<file path="src/rtl/serial_addsub_pkg.sv">
// Shared types and constants for the bit-serial add/subtract controller.
package serial_addsub_pkg;

    localparam int DEFAULT_WIDTH = 8;

    typedef enum logic [1:0] {
        IDLE = 2'd0,
        RUN  = 2'd1,
        DONE = 2'd2
    } state_t;

endpackage

</file>
<file path="src/rtl/serial_addsub_ctrl_if.sv">
// Request/result bundle for serial_addsub_ctrl; ovf_o exists only when SERIAL_ADDSUB_OVF_EN is defined.
interface serial_addsub_ctrl_if
    import serial_addsub_pkg::*;
#(
    parameter int WIDTH = DEFAULT_WIDTH
) ();

    // Handshake: a request is accepted on a rising edge where start_i=1 and ready_o=1;
    // a_i/b_i/sub_i are sampled only on that edge, and done_o pulses once when the result is valid.
    logic             start_i;
    logic [WIDTH-1:0] a_i;
    logic [WIDTH-1:0] b_i;
    logic             sub_i;
    logic             ready_o;
    logic             busy_o;
    logic             done_o;
    logic [WIDTH-1:0] result_o;
    logic             carry_o;
`ifdef SERIAL_ADDSUB_OVF_EN
    logic             ovf_o;
`endif

    modport master (
        output start_i, a_i, b_i, sub_i,
        input  ready_o, busy_o, done_o, result_o, carry_o
`ifdef SERIAL_ADDSUB_OVF_EN
        , input ovf_o
`endif
    );

    modport slave (
        input  start_i, a_i, b_i, sub_i,
        output ready_o, busy_o, done_o, result_o, carry_o
`ifdef SERIAL_ADDSUB_OVF_EN
        , output ovf_o
`endif
    );

endinterface

</file>
<file path="src/rtl/full_adder.sv">
// One-bit full adder shared by every bit position of the serial datapath.
module full_adder (
    input  logic a,
    input  logic b,
    input  logic cin,
    output logic sum,
    output logic cout
);

    assign sum  = a ^ b ^ cin;
    assign cout = (a & b) | (a & cin) | (b & cin);

endmodule

</file>
<file path="src/rtl/serial_addsub_ctrl.sv">
// Bit-serial adder/subtractor, LSB first, one bit per clock through a single full adder.
// Optional signed-overflow flag ovf_o is built when SERIAL_ADDSUB_OVF_EN is defined.
module serial_addsub_ctrl
    import serial_addsub_pkg::*;
#(
    parameter int WIDTH = DEFAULT_WIDTH
) (
    input  logic                 clk_i,
    input  logic                 rst_i,
    serial_addsub_ctrl_if.slave  bus,
    output state_t               state_dbg
);

    localparam int CNT_W = $clog2(WIDTH + 1);
    localparam int IDX_W = (WIDTH > 1) ? $clog2(WIDTH) : 1;

    state_t             state;
    logic [WIDTH-1:0]   a_reg;
    logic [WIDTH-1:0]   b_reg;
    logic               cin_reg;
    logic [CNT_W-1:0]   count;
    logic [IDX_W-1:0]   idx;
    logic               ready_q;
    logic               busy_q;
    logic               done_q;
    logic [WIDTH-1:0]   result_q;
    logic               carry_q;
    logic               fa_sum;
    logic               fa_cout;
`ifdef SERIAL_ADDSUB_OVF_EN
    logic               ovf_q;
`endif

    assign idx = count[IDX_W-1:0];

    full_adder u_fa (
        .a    (a_reg[idx]),
        .b    (b_reg[idx]),
        .cin  (cin_reg),
        .sum  (fa_sum),
        .cout (fa_cout)
    );

    // Subtraction is A + ~B + 1: B is inverted at capture and the carry register seeded with 1.
    always_ff @(posedge clk_i or posedge rst_i) begin
        if (rst_i) begin
            state    <= IDLE;
            ready_q  <= 1'b1;
            busy_q   <= 1'b0;
            done_q   <= 1'b0;
            result_q <= '0;
            carry_q  <= 1'b0;
            count    <= '0;
            a_reg    <= '0;
            b_reg    <= '0;
            cin_reg  <= 1'b0;
`ifdef SERIAL_ADDSUB_OVF_EN
            ovf_q    <= 1'b0;
`endif
        end else begin
            case (state)
                IDLE: begin
                    done_q <= 1'b0;
                    if (bus.start_i) begin
                        a_reg   <= bus.a_i;
                        b_reg   <= bus.b_i ^ {WIDTH{bus.sub_i}};
                        cin_reg <= bus.sub_i;
                        count   <= '0;
                        state   <= RUN;
                        ready_q <= 1'b0;
                        busy_q  <= 1'b1;
                    end
                end
                RUN: begin
                    result_q[idx] <= fa_sum;
                    cin_reg       <= fa_cout;
                    count         <= count + CNT_W'(1);
                    if (count == CNT_W'(WIDTH - 1)) begin
                        state   <= DONE;
                        done_q  <= 1'b1;
                        carry_q <= fa_cout;
`ifdef SERIAL_ADDSUB_OVF_EN
                        // cin_reg here is the carry into the MSB position.
                        ovf_q   <= cin_reg ^ fa_cout;
`endif
                    end
                end
                DONE: begin
                    state   <= IDLE;
                    done_q  <= 1'b0;
                    busy_q  <= 1'b0;
                    ready_q <= 1'b1;
                end
                default: begin
                    state   <= IDLE;
                    done_q  <= 1'b0;
                    busy_q  <= 1'b0;
                    ready_q <= 1'b1;
                end
            endcase
        end
    end

    assign bus.ready_o  = ready_q;
    assign bus.busy_o   = busy_q;
    assign bus.done_o   = done_q;
    assign bus.result_o = result_q;
    assign bus.carry_o  = carry_q;
`ifdef SERIAL_ADDSUB_OVF_EN
    assign bus.ovf_o    = ovf_q;
`endif
    assign state_dbg    = state;

endmodule

</file>
<file path="src/flat_wrapper.sv">
// flat-port wrapper written by rule: the top's interface ports become plain ports
module serial_addsub_ctrl_flat import serial_addsub_pkg::*;
#(
    parameter int WIDTH = DEFAULT_WIDTH
)
  (clk_i, rst_i, state_dbg, bus_start_i, bus_a_i, bus_b_i, bus_sub_i, bus_ready_o, bus_busy_o, bus_done_o, bus_result_o, bus_carry_o);
  serial_addsub_ctrl_if #(.WIDTH(WIDTH)) bus_i ();
  input  logic clk_i;
  input  logic rst_i;
  output state_t state_dbg;
  input wire logic [$bits(bus_i.start_i)-1:0] bus_start_i;
  input wire logic [$bits(bus_i.a_i)-1:0] bus_a_i;
  input wire logic [$bits(bus_i.b_i)-1:0] bus_b_i;
  input wire logic [$bits(bus_i.sub_i)-1:0] bus_sub_i;
  output wire logic [$bits(bus_i.ready_o)-1:0] bus_ready_o;
  output wire logic [$bits(bus_i.busy_o)-1:0] bus_busy_o;
  output wire logic [$bits(bus_i.done_o)-1:0] bus_done_o;
  output wire logic [$bits(bus_i.result_o)-1:0] bus_result_o;
  output wire logic [$bits(bus_i.carry_o)-1:0] bus_carry_o;
  assign bus_i.start_i = bus_start_i;
  assign bus_i.a_i = bus_a_i;
  assign bus_i.b_i = bus_b_i;
  assign bus_i.sub_i = bus_sub_i;
  assign bus_ready_o = bus_i.ready_o;
  assign bus_busy_o = bus_i.busy_o;
  assign bus_done_o = bus_i.done_o;
  assign bus_result_o = bus_i.result_o;
  assign bus_carry_o = bus_i.carry_o;
  serial_addsub_ctrl #(.WIDTH(WIDTH)) u_core (.clk_i(clk_i), .rst_i(rst_i), .bus(bus_i), .state_dbg(state_dbg));
endmodule
</file>
<file path="config.mk">
export PLATFORM = sky130hd
export DESIGN_NAME = serial_addsub_ctrl_flat
export DESIGN_NICKNAME = d
export VERILOG_FILES = /design/src/rtl/serial_addsub_pkg.sv /design/src/rtl/serial_addsub_ctrl_if.sv /design/src/rtl/full_adder.sv /design/src/rtl/serial_addsub_ctrl.sv /design/src/flat_wrapper.sv
export SDC_FILE = /design/constraint.sdc
export NUM_CORES = 1
export LEC_CHECK = 0
export CORE_UTILIZATION = 55
export DETAILED_ROUTE_END_ITERATION = 7
export DONT_BUFFER_PORTS = 1
export PLACE_DENSITY = 0.73
export SYNTH_ARGS = -nofsm -noshare
export SYNTH_HDL_FRONTEND = slang
export SYNTH_HIERARCHICAL = 1
export SYNTH_SLANG_ARGS = --single-unit
</file>
<file path="constraint.sdc">
create_clock -name clk_i -period 3.9 [get_ports clk_i]
set_clock_uncertainty 0.15 [all_clocks]
set_input_delay 0.585 -clock clk_i [delete_from_list [all_inputs] [get_ports clk_i]]
set_output_delay 0.585 -clock clk_i [all_outputs]
set_load 0.005 [all_outputs]
</file>
==> results of run 1 <==
layout make-up:
cell class,instances,area [um2]
clock buffers,8,48.8
fillers,232,1100
inverters,2,7.51
multi-input cells,82,713
flip-flops and latches,35,877
well taps,31,38.8
repair buffers,2,15.0
cell usage in the layout, fill, tap and decap left out, types with 3 or more instances in the layout:
cell type	Yosys	layout
mux2_2	18	18
clkbuf_1	2	3
a21oi_1	9	9
xnor2_1	8	8
nand3b_1	3	3
dfrtp_1	34	34
nor2_1	13	13
clkbuf_4	0	5
power breakdown:
group	total, uW	internal [uW]	switching (uW)
registers	725	551	174
clock network	187	71.8	115
logic	632	365	268
total	1540	988	557
metrics by stage:
step,util,worst slack [ps],cell area (um2)
5_1_grt,0.606,1180,1700
2_1_floorplan,-,1540,1650
4_1_cts,0.606,1270,1700
3_5_place_dp,0.589,1290,1650
6_report,0.606,1290,1700
3_3_place_gp,0.589,1370,1650
per-layer routing:
layer  vias to the layer above  global-route usage  part of all wire
met4                         0               0.125             0.020
met5                         -                   0                 0
li1                        448                   -                 -
met3                         5              0.0507             0.050
met1                       481               0.228              0.42
met2                        22               0.320              0.51
path summary, 6_finish.rpt:
path,to,cells after the start,from,slack (ps)
worst max-delay path,u_core/bus.result_o[5]$_DFFE_PP0P_,4,u_core/count[0]$_DFFE_PP0P_,1290
worst min-delay path,u_core/b_reg[6]$_DFFE_PP0P_,1,rst_i,210
worst max register to register,u_core/bus.result_o[5]$_DFFE_PP0P_,4,u_core/count[0]$_DFFE_PP0P_,1290
worst min register to register,u_core/count[3]$_DFFE_PP0P_,1,u_core/count[3]$_DFFE_PP0P_,350
max in group asynchronous,u_core/bus.ready_o$_DFFE_PP1P_,2,rst_i,2610
min in group clk_i,u_core/a_reg[7]$_DFFE_PP0P_,1,bus_a_i[7],220
logic make-up (layout without fill, tap and decap cells):
family,after synthesis,count (layout),share of synthesized area
buffers and inverters,10,12,0.0364
multiplexers,25,25,0.202
adder cells (fa/ha/maj),2,2,0.0197
AO/OA/AOI/OAI,18,18,0.0660
flip-flops,35,35,0.531
AND/OR/NAND/NOR,29,29,0.102
XOR/XNOR,8,8,0.0425
worst max-delay path, delay by kind of cell, from the launching register on:
family | cells | cell delay (ps)
fa+ha+maj | 1 | 580
mux | 3 | 1210
flops | 1 | 560
==> metrics.md, run 1 <==
| Metric | Value |
|---|---|
| Initial DRC Count | 42 |
| Commonest cells in the synthesized netlist | dfrtp_1 (34), mux2_2 (18), nor2_1 (13), a21oi_1 (9), xnor2_1 (8) |
| Die H | 56.8 um |
| Total Nets Final | 150 |
| First-pass iteration count of the detailed router | 6 |
| Crit-path max FO | 8 |
| Post-Synthesis Cells | 127 |
| Max-Cap Viols | 0 |
| Vias post-DR | 956 |
| Final GP Congestion | 0.754 |
| Initial core utilization | 0.588 |
| Syn Area/Cell | 13.0 um2 |
| Worst vdd ir | 0.000384 V |
| Post-CTS Hold Buffers | 0 |
| Worst-Skew Late Latency | 350 ps |
| Syn. warnings | 6 |
| Area leader, netlist | dfrtp_1 |
| Post-synth EDFFs | 0 |
| Die width | 56.8 um |
| Hpwl dp | 1930 um |
| Inst Count DP | 152 |
| Setup TNS | 0 ps |
| Main synth FF type | dfrtp_1 |
| Final setup violation count | 0 |
| Worst Path Arrival | 2690 ps |
| Via/cell ratio | 5.98 |
| Top post-synthesis cells by area | dfrtp_1 (52%), mux2_2 (12%), xnor2_1 (4.2%) |
| Buffers added on ports | 0 |
| Post-synth ARST share | 1.00 |
| Critical path cell sequence | mux4_1, mux2_2, fa_1, mux2_2 |
| Antenna violations before repair | 0 |
| Syn nets | 149 |
| Netlist Area Pre-Place | 1650 um2 |
| Diode count | 0 |
| Vias in the first global route | 995 |
| First-pass GRT wire length | 4530 um |
| WL final | 2700 um |
| Hold_ws | 206 ps |
| Status | complete, but fails checks |
| FF+latch count, synth | 35 |
| Max-Slew Margin vs Limit | 0.329 |
| Minimum clock period | 2610 ps |
| Setup crit start kind | flop |
| Synth unique cells | 34 |
| Clock net sink count | 35 |
| Fin crit share | 0.669 |
| RSZ-0062 raised after global routing | false |
| Critical path class | reg2reg |
| IO Pins | 34 |
| Share of cells above drive strength 1 | 0.233 |
| CTS root buf | clkbuf_4 |
| Crit. End Element | flop |
| Full die area | 3220 um2 |
| Count leader, synth | dfrtp_1 |
| Largest net degree at the start of global routing | 29 |
| PD cells | 908 nW/um2 |
| Power Total | 1540 uW |
| GR Overflow Total | 0 |
| DRC | 2 |
| Drt wl/cell | 16.9 um |
| Gr usage total | 0.196 |
| Violated checks | design-rule violations |
| Clock buffer depth | 2 |
| Hold Path Class | in2async |
| Reg clk slew, reported paths | 110 ps |
| Number of gates resized after cts | 0 |
| Slew Viols, Final | 0 |
| Pleak | 0.000699 uW |
| CP max-delay cell | mux4_1 |
| Least-Margin Pin Slew | 1010 ps |
| Rows | 19 |
| Critical Path Max Stage Delay | 600 ps |
| Area grow syn2layout | 3.03% |
| Core area | 2810 um2 |
| Top cell type's share of synthesized area | 0.516 |
| Worst Path Required | 3980 ps |
| H-tree depth | 2 |
| Post-CTS Setup Inserts | 0 |
| Highest clock rate | 383 MHz |
| DRT antenna net count | 0 |
| Final std cells w/o fill | 160 |
| Most used cell, CP | mux2_2 |
| Register area share after synthesis | 0.531 |
| CTS Buf Count | 5 |
| CTS tree | built |
| Final Hold Viols | 0 |
(Power assumes the default switching activity.)
==> run 2, diff against run 1 <==
==> constraint.sdc (replaced) <==
create_clock -name clk_i -period 2.49 [get_ports clk_i]
set_clock_uncertainty 0.15 [all_clocks]
set_input_delay 0.3735 -clock clk_i [delete_from_list [all_inputs] [get_ports clk_i]]
set_output_delay 0.3735 -clock clk_i [all_outputs]
set_load 0.005 [all_outputs]
==> run 2 against run 1 <==
Compared with the run above:
- the run still ends with design-rule violations left
- setup slack worse by 1200 ps
- largest power group unchanged
- core utilization rose by 2.5 points
- maximum frequency is 9.7% higher
- first-iteration DRC count decreased by 17%
- sequential cell count is the same
- global-route usage is 0.83 points lower
- routed wire length fell by 3.0%
- design area is 4.0% higher
- critical path depth unchanged
- register-to-register slack got worse by 1200 ps
- sequential share of layout area shrank 1.9 points
==> metrics.md, run 2 (synthesized netlist as in run 1, its figures left out) <==
| Metric | Value |
|---|---|
| Crit-path max FO | 8 |
| Clock buffer depth | 2 |
| Pleak | 0.000731 uW |
| Full die area | 3220 um2 |
| Via/cell ratio | 5.89 |
| Initial DRC Count | 35 |
| Hold Path Class | in2reg |
| Hold path startpoint | bus_a_i[2] |
| Gr usage total | 0.187 |
| Worst-Skew Late Latency | 330 ps |
| Reg clk slew, reported paths | 100 ps |
| Largest net degree at the start of global routing | 36 |
| First-pass iteration count of the detailed router | 6 |
| Antenna violations before repair | 0 |
| Fillers | 217 |
| Commonest non-fill, non-tap cell in the layout | dfrtp_1 |
| Area grow syn2layout | 7.20% |
| Final core occ | 0.631 |
| Share of cells above drive strength 1 | 0.269 |
| Minimum clock period | 2380 ps |
| Reg2reg start | u_core/count[0]$_DFFE_PP0P_ |
| R2R Setup Slk | 110 ps |
| Violated checks | design-rule violations |
| PD cells | 1430 nW/um2 |
| CTS tree | built |
| Setup ws final | 111 ps |
| Final Hold Viols | 0 |
| First-pass GRT wire length | 4390 um |
| Diode count | 0 |
| WL final | 2620 um |
| Final GP Congestion | 0.763 |
| CTS root buf | clkbuf_4 |
| Rows | 19 |
| Total Nets Final | 155 |
| Highest clock rate | 420 MHz |
| Crit. End Element | flop |
| Critical Path Max Stage Delay | 580 ps |
| CP max-delay cell | mux4_1 |
| Worst vdd ir | 0.000631 V |
| Final setup violation count | 0 |
| Fin area | 1770 um2 |
| Buffers added on ports | 0 |
| Vias in the first global route | 944 |
| DRT antenna net count | 0 |
| Slew Viols, Final | 0 |
| Most used cell, CP | mux2_2 |
| Setup crit start kind | flop |
| RSZ-0062 raised after global routing | false |
| R2R cell count | 4 |
| Cell Area, Placed | 1670 um2 |
| Commonest non-fill, non-tap cells in the layout | dfrtp_1 (33), mux2_2 (18), nor2_1 (13), a21oi_1 (9), xnor2_1 (8) |
| Post-CTS Setup Inserts | 0 |
| Max-Cap Viols | 0 |
| Critical path cell sequence | mux4_1, mux2_2, fa_2, mux2_2 |
| Worst Path Required | 2570 ps |
| Vias post-DR | 972 |
| WHS Endpoint | u_core/a_reg[2]$_DFFE_PP0P_ |
| R2r endpoint | u_core/bus.result_o[2]$_DFFE_PP0P_ |
| Critical path class | reg2reg |
| DRC | 2 |
| Power Total | 2520 uW |
| Hold_ws | 37.5 ps |
| Least-Margin Pin Slew | 602 ps |
| Die width | 56.8 um |
| H-tree depth | 2 |
| Status | complete, but fails checks |
| IO Pins | 34 |
| Initial core utilization | 0.588 |
| Place WS | -49.1 ps |
| Hold Path Stages | 1 |
| Clock net sink count | 35 |
| Worst Path Arrival | 2460 ps |
| Fin crit share | 0.955 |
| Hpwl dp | 1890 um |
| Core area | 2810 um2 |
| Max-Slew Margin vs Limit | 0.598 |
| Die H | 56.8 um |
| CTS Buf Count | 5 |
| GR Overflow Total | 0 |
| Drt wl/cell | 15.9 um |
run 2: how the worst max path moves through the flow:
stage                                start                                  to  slack, ps  cells after the start
5_1_grt        u_core/count[0]$_DFFE_PP0P_  u_core/bus.result_o[7]$_DFFE_PP0P_         30                      4
2_1_floorplan  u_core/count[0]$_DFFE_PP0P_  u_core/bus.result_o[5]$_DFFE_PP0P_        130                      5
4_1_cts        u_core/count[0]$_DFFE_PP0P_  u_core/bus.result_o[4]$_DFFE_PP0P_          7                      4
3_5_place_dp   u_core/count[0]$_DFFE_PP0P_  u_core/bus.result_o[7]$_DFFE_PP0P_        -50                      4
3_3_place_gp   u_core/count[0]$_DFFE_PP0P_  u_core/bus.result_o[7]$_DFFE_PP0P_         60                      4
6_report       u_core/count[0]$_DFFE_PP0P_  u_core/bus.result_o[2]$_DFFE_PP0P_        110                      4
run 2: metal layers:
layer	GRT usage	routed length (um)	part of all wire	vias to the layer above
li1	-	-	-	458
met3	0.0714	159	0.061	6
met4	0.0836	42	0.016	0
met1	0.227	1080	0.41	479
met2	0.298	1340	0.51	29
met5	0	0	0	-
run 2: metrics by stage:
step                setup TNS, ps  cells
floorplan                       0    127
global placement                0    154
detailed placement           -337    154
CTS                             0    163
global route                    0    165
finish                          0    165
run 2: critical path: cells and delay by family, from the launching register on:
| kind | cells | cell delay (ps) |
|---|---|---|
| multiplexers | 3 | 1160 |
| adder cells (fa/ha/maj) | 1 | 520 |
| flip-flops | 1 | 440 |
run 2: cell type report:
class | instances | area (um2) | area share
inverter | 2 | 7.51 | 0.00424
clock buffer | 8 | 68.8 | 0.0389
tap | 31 | 38.8 | 0.0219
timing repair buffer | 7 | 60.1 | 0.0339
multi-input combinational | 82 | 716 | 0.405
sequential | 35 | 878 | 0.496
run 2: what timing repair did:
item	in CTS	in global routing
resized for setup	1	1
hold buffers	1	2
endpoints found under the setup margin	8	8
endpoints found under the hold margin	34	2
run 2: power by group:
group	switching, uW	internal [uW]	total [uW]
Clock	174	166	340
Combinational	461	612	1070
Sequential	243	866	1110
Total	878	1640	2520
==> run 3, diff against run 2 <==
--- a/config.mk
+++ b/config.mk
@@ -5,10 +5,12 @@
 export SDC_FILE = /design/constraint.sdc
 export NUM_CORES = 1
 export LEC_CHECK = 0
-export CORE_UTILIZATION = 55
+export CELL_PAD_IN_SITES_DETAIL_PLACEMENT = 1
+export CELL_PAD_IN_SITES_GLOBAL_PLACEMENT = 1
+export CORE_UTILIZATION = 49
 export DETAILED_ROUTE_END_ITERATION = 7
 export DONT_BUFFER_PORTS = 1
-export PLACE_DENSITY = 0.73
+export PLACE_DENSITY = 0.8
 export SYNTH_ARGS = -nofsm -noshare
 export SYNTH_HDL_FRONTEND = slang
 export SYNTH_HIERARCHICAL = 1
==> run 3 against run 2 <==
Compared with the run above:
- the run now ends clean
- design area decreased by 0.14%
- worst hold slack got worse by 15 ps
- setup slack got worse by 5.8 ps
- largest cell class unchanged
==> metrics.md, run 3 (synthesized netlist as in run 1, its figures left out) <==
| Metric | Value |
|---|---|
| Max-Cap Viols | 0 |
| IO Pins | 34 |
| H-tree depth | 2 |
| Gr usage total | 0.203 |
| Final GP Congestion | 0.678 |
| Core area | 3130 um2 |
| Diode count | 0 |
| Minimum clock period | 2380 ps |
| Antenna violations before repair | 0 |
| Crit. End Element | flop |
| Slew Viols, Final | 0 |
| RSZ-0062 raised after global routing | false |
| Status | completed |
| Hold Path Class | in2reg |
| Place WS | -26.4 ps |
| GR Overflow Total | 0 |
| CP Buf/Inv Count | 0 |
| Commonest non-fill, non-tap cells in the layout | dfrtp_1 (33), mux2_2 (18), nor2_1 (13), a21oi_1 (9), xnor2_1 (8) |
| DRT antenna net count | 0 |
| Hpwl dp | 2310 um |
| CTS tree | built |
| PD cells | 1420 nW/um2 |
| Worst Path Required | 2560 ps |
| WL final | 3080 um |
| First-pass GRT wire length | 4990 um |
| Largest net degree at the start of global routing | 36 |
| Pleak | 0.000722 uW |
| Reg clk slew, reported paths | 100 ps |
| Final std cells w/o fill | 178 |
| Initial DRC Count | 29 |
| Full die area | 3600 um2 |
| Critical path cell sequence | mux4_1, mux2_2, fa_2, mux2_2 |
| Final setup violation count | 0 |
| Via/cell ratio | 5.49 |
| Worst-Skew Late Latency | 330 ps |
| Crit-path max FO | 8 |
| Total Nets Final | 155 |
| CP max-delay cell | mux4_1 |
| Worst Path Arrival | 2460 ps |
| CTS Buf Count | 5 |
| Commonest non-fill, non-tap cell in the layout | dfrtp_1 |
| Vias in the first global route | 1053 |
| Buffers added on ports | 0 |
| Clock buffer depth | 2 |
| Area grow syn2layout | 7.05% |
| Drt wl/cell | 17.3 um |
| Least-Margin Pin Slew | 535 ps |
| Critical path class | reg2reg |
| Rows | 20 |
| Delay-heaviest family, CP | multiplexers |
| Initial core utilization | 0.528 |
| Inst Count DP | 167 |
| Clock net sink count | 35 |
| Final core occ | 0.565 |
| Critical Path Max Stage Delay | 570 ps |
| Die width | 60.0 um |
| Most used cell, CP | mux2_2 |
| DRC | 0 |
| CTS root buf | clkbuf_4 |
| Final Hold Viols | 0 |
| Worst vdd ir | 0.000622 V |
| Setup ws final | 105 ps |
| Share of cells above drive strength 1 | 0.261 |
| Fin crit share | 0.958 |
| First-pass iteration count of the detailed router | 4 |
| Die H | 60.0 um |
| Max-Slew Margin vs Limit | 0.643 |
| Highest clock rate | 419 MHz |
| Vias post-DR | 978 |
| Setup crit start kind | flop |
| Setup TNS | 0 ps |
-- run 3: cell types whose count changed in the layout (fill, tap and decap cells not counted), sizes merged --
cell    previous run  this run
clkbuf             8         7
clkinv             0         1
-- run 3: power by group --
| group | leakage (uW) | switching, uW | internal, uW |
|---|---|---|---|
| Sequential | 0.000407 | 255 | 866 |
| Clock | 0.0000293 | 173 | 110 |
| Combinational | 0.000286 | 491 | 612 |
-- run 3: path summary, 6_finish.rpt --
path                       slack [ps]                        start  depth (start not counted)                                  to
max                               110  u_core/count[0]$_DFFE_PP0P_                          4  u_core/bus.result_o[2]$_DFFE_PP0P_
min                                20                   bus_a_i[7]                          1         u_core/a_reg[7]$_DFFE_PP0P_
max reg2reg                       110  u_core/count[0]$_DFFE_PP0P_                          4  u_core/bus.result_o[2]$_DFFE_PP0P_
min reg2reg                       330  u_core/count[3]$_DFFE_PP0P_                          1         u_core/count[3]$_DFFE_PP0P_
max in group asynchronous        1440                        rst_i                          3      u_core/bus.ready_o$_DFFE_PP1P_
min in group asynchronous         420                        rst_i                          3         u_core/a_reg[5]$_DFFE_PP0P_
-- run 3: metal layers --
metal / GRT usage / wire length, um / up-vias
li1: - / - / 456
met1: 0.225 / 1240 / 495
met2: 0.348 / 1670 / 23
met3: 0.0714 / 128 / 4
met4: 0.0897 / 52 / 0
met5: 0 / 0 / -
-- run 3: per-stage QoR --
stage               power (uW)  area [um2]  hold slack, ps
detailed placement        2220        1680             234
finish                    2510        1770            22.0
global route              2720        1770            1.87
floorplan                 1960        1650             292
CTS                       2520        1740           0.550
global placement          2120        1680             228
-- run 3: repair_timing --
action	CTS	global route
hold buffers	1	2
resized for setup	1	1
setup buffers	0	0
gates cloned	0	0
hold endpoints to repair	34	2
endpoints found under the setup margin	8	8
-- run 3: final cells by class --
class                      count  area [um2]
sequential                    35         878
fill                         322        1360
tap                           44        55.1
inverter                       2        7.51
clock buffer                   7        45.0
clock inverter                 1        5.00
multi-input combinational     82         716
timing repair buffer           7        60.1
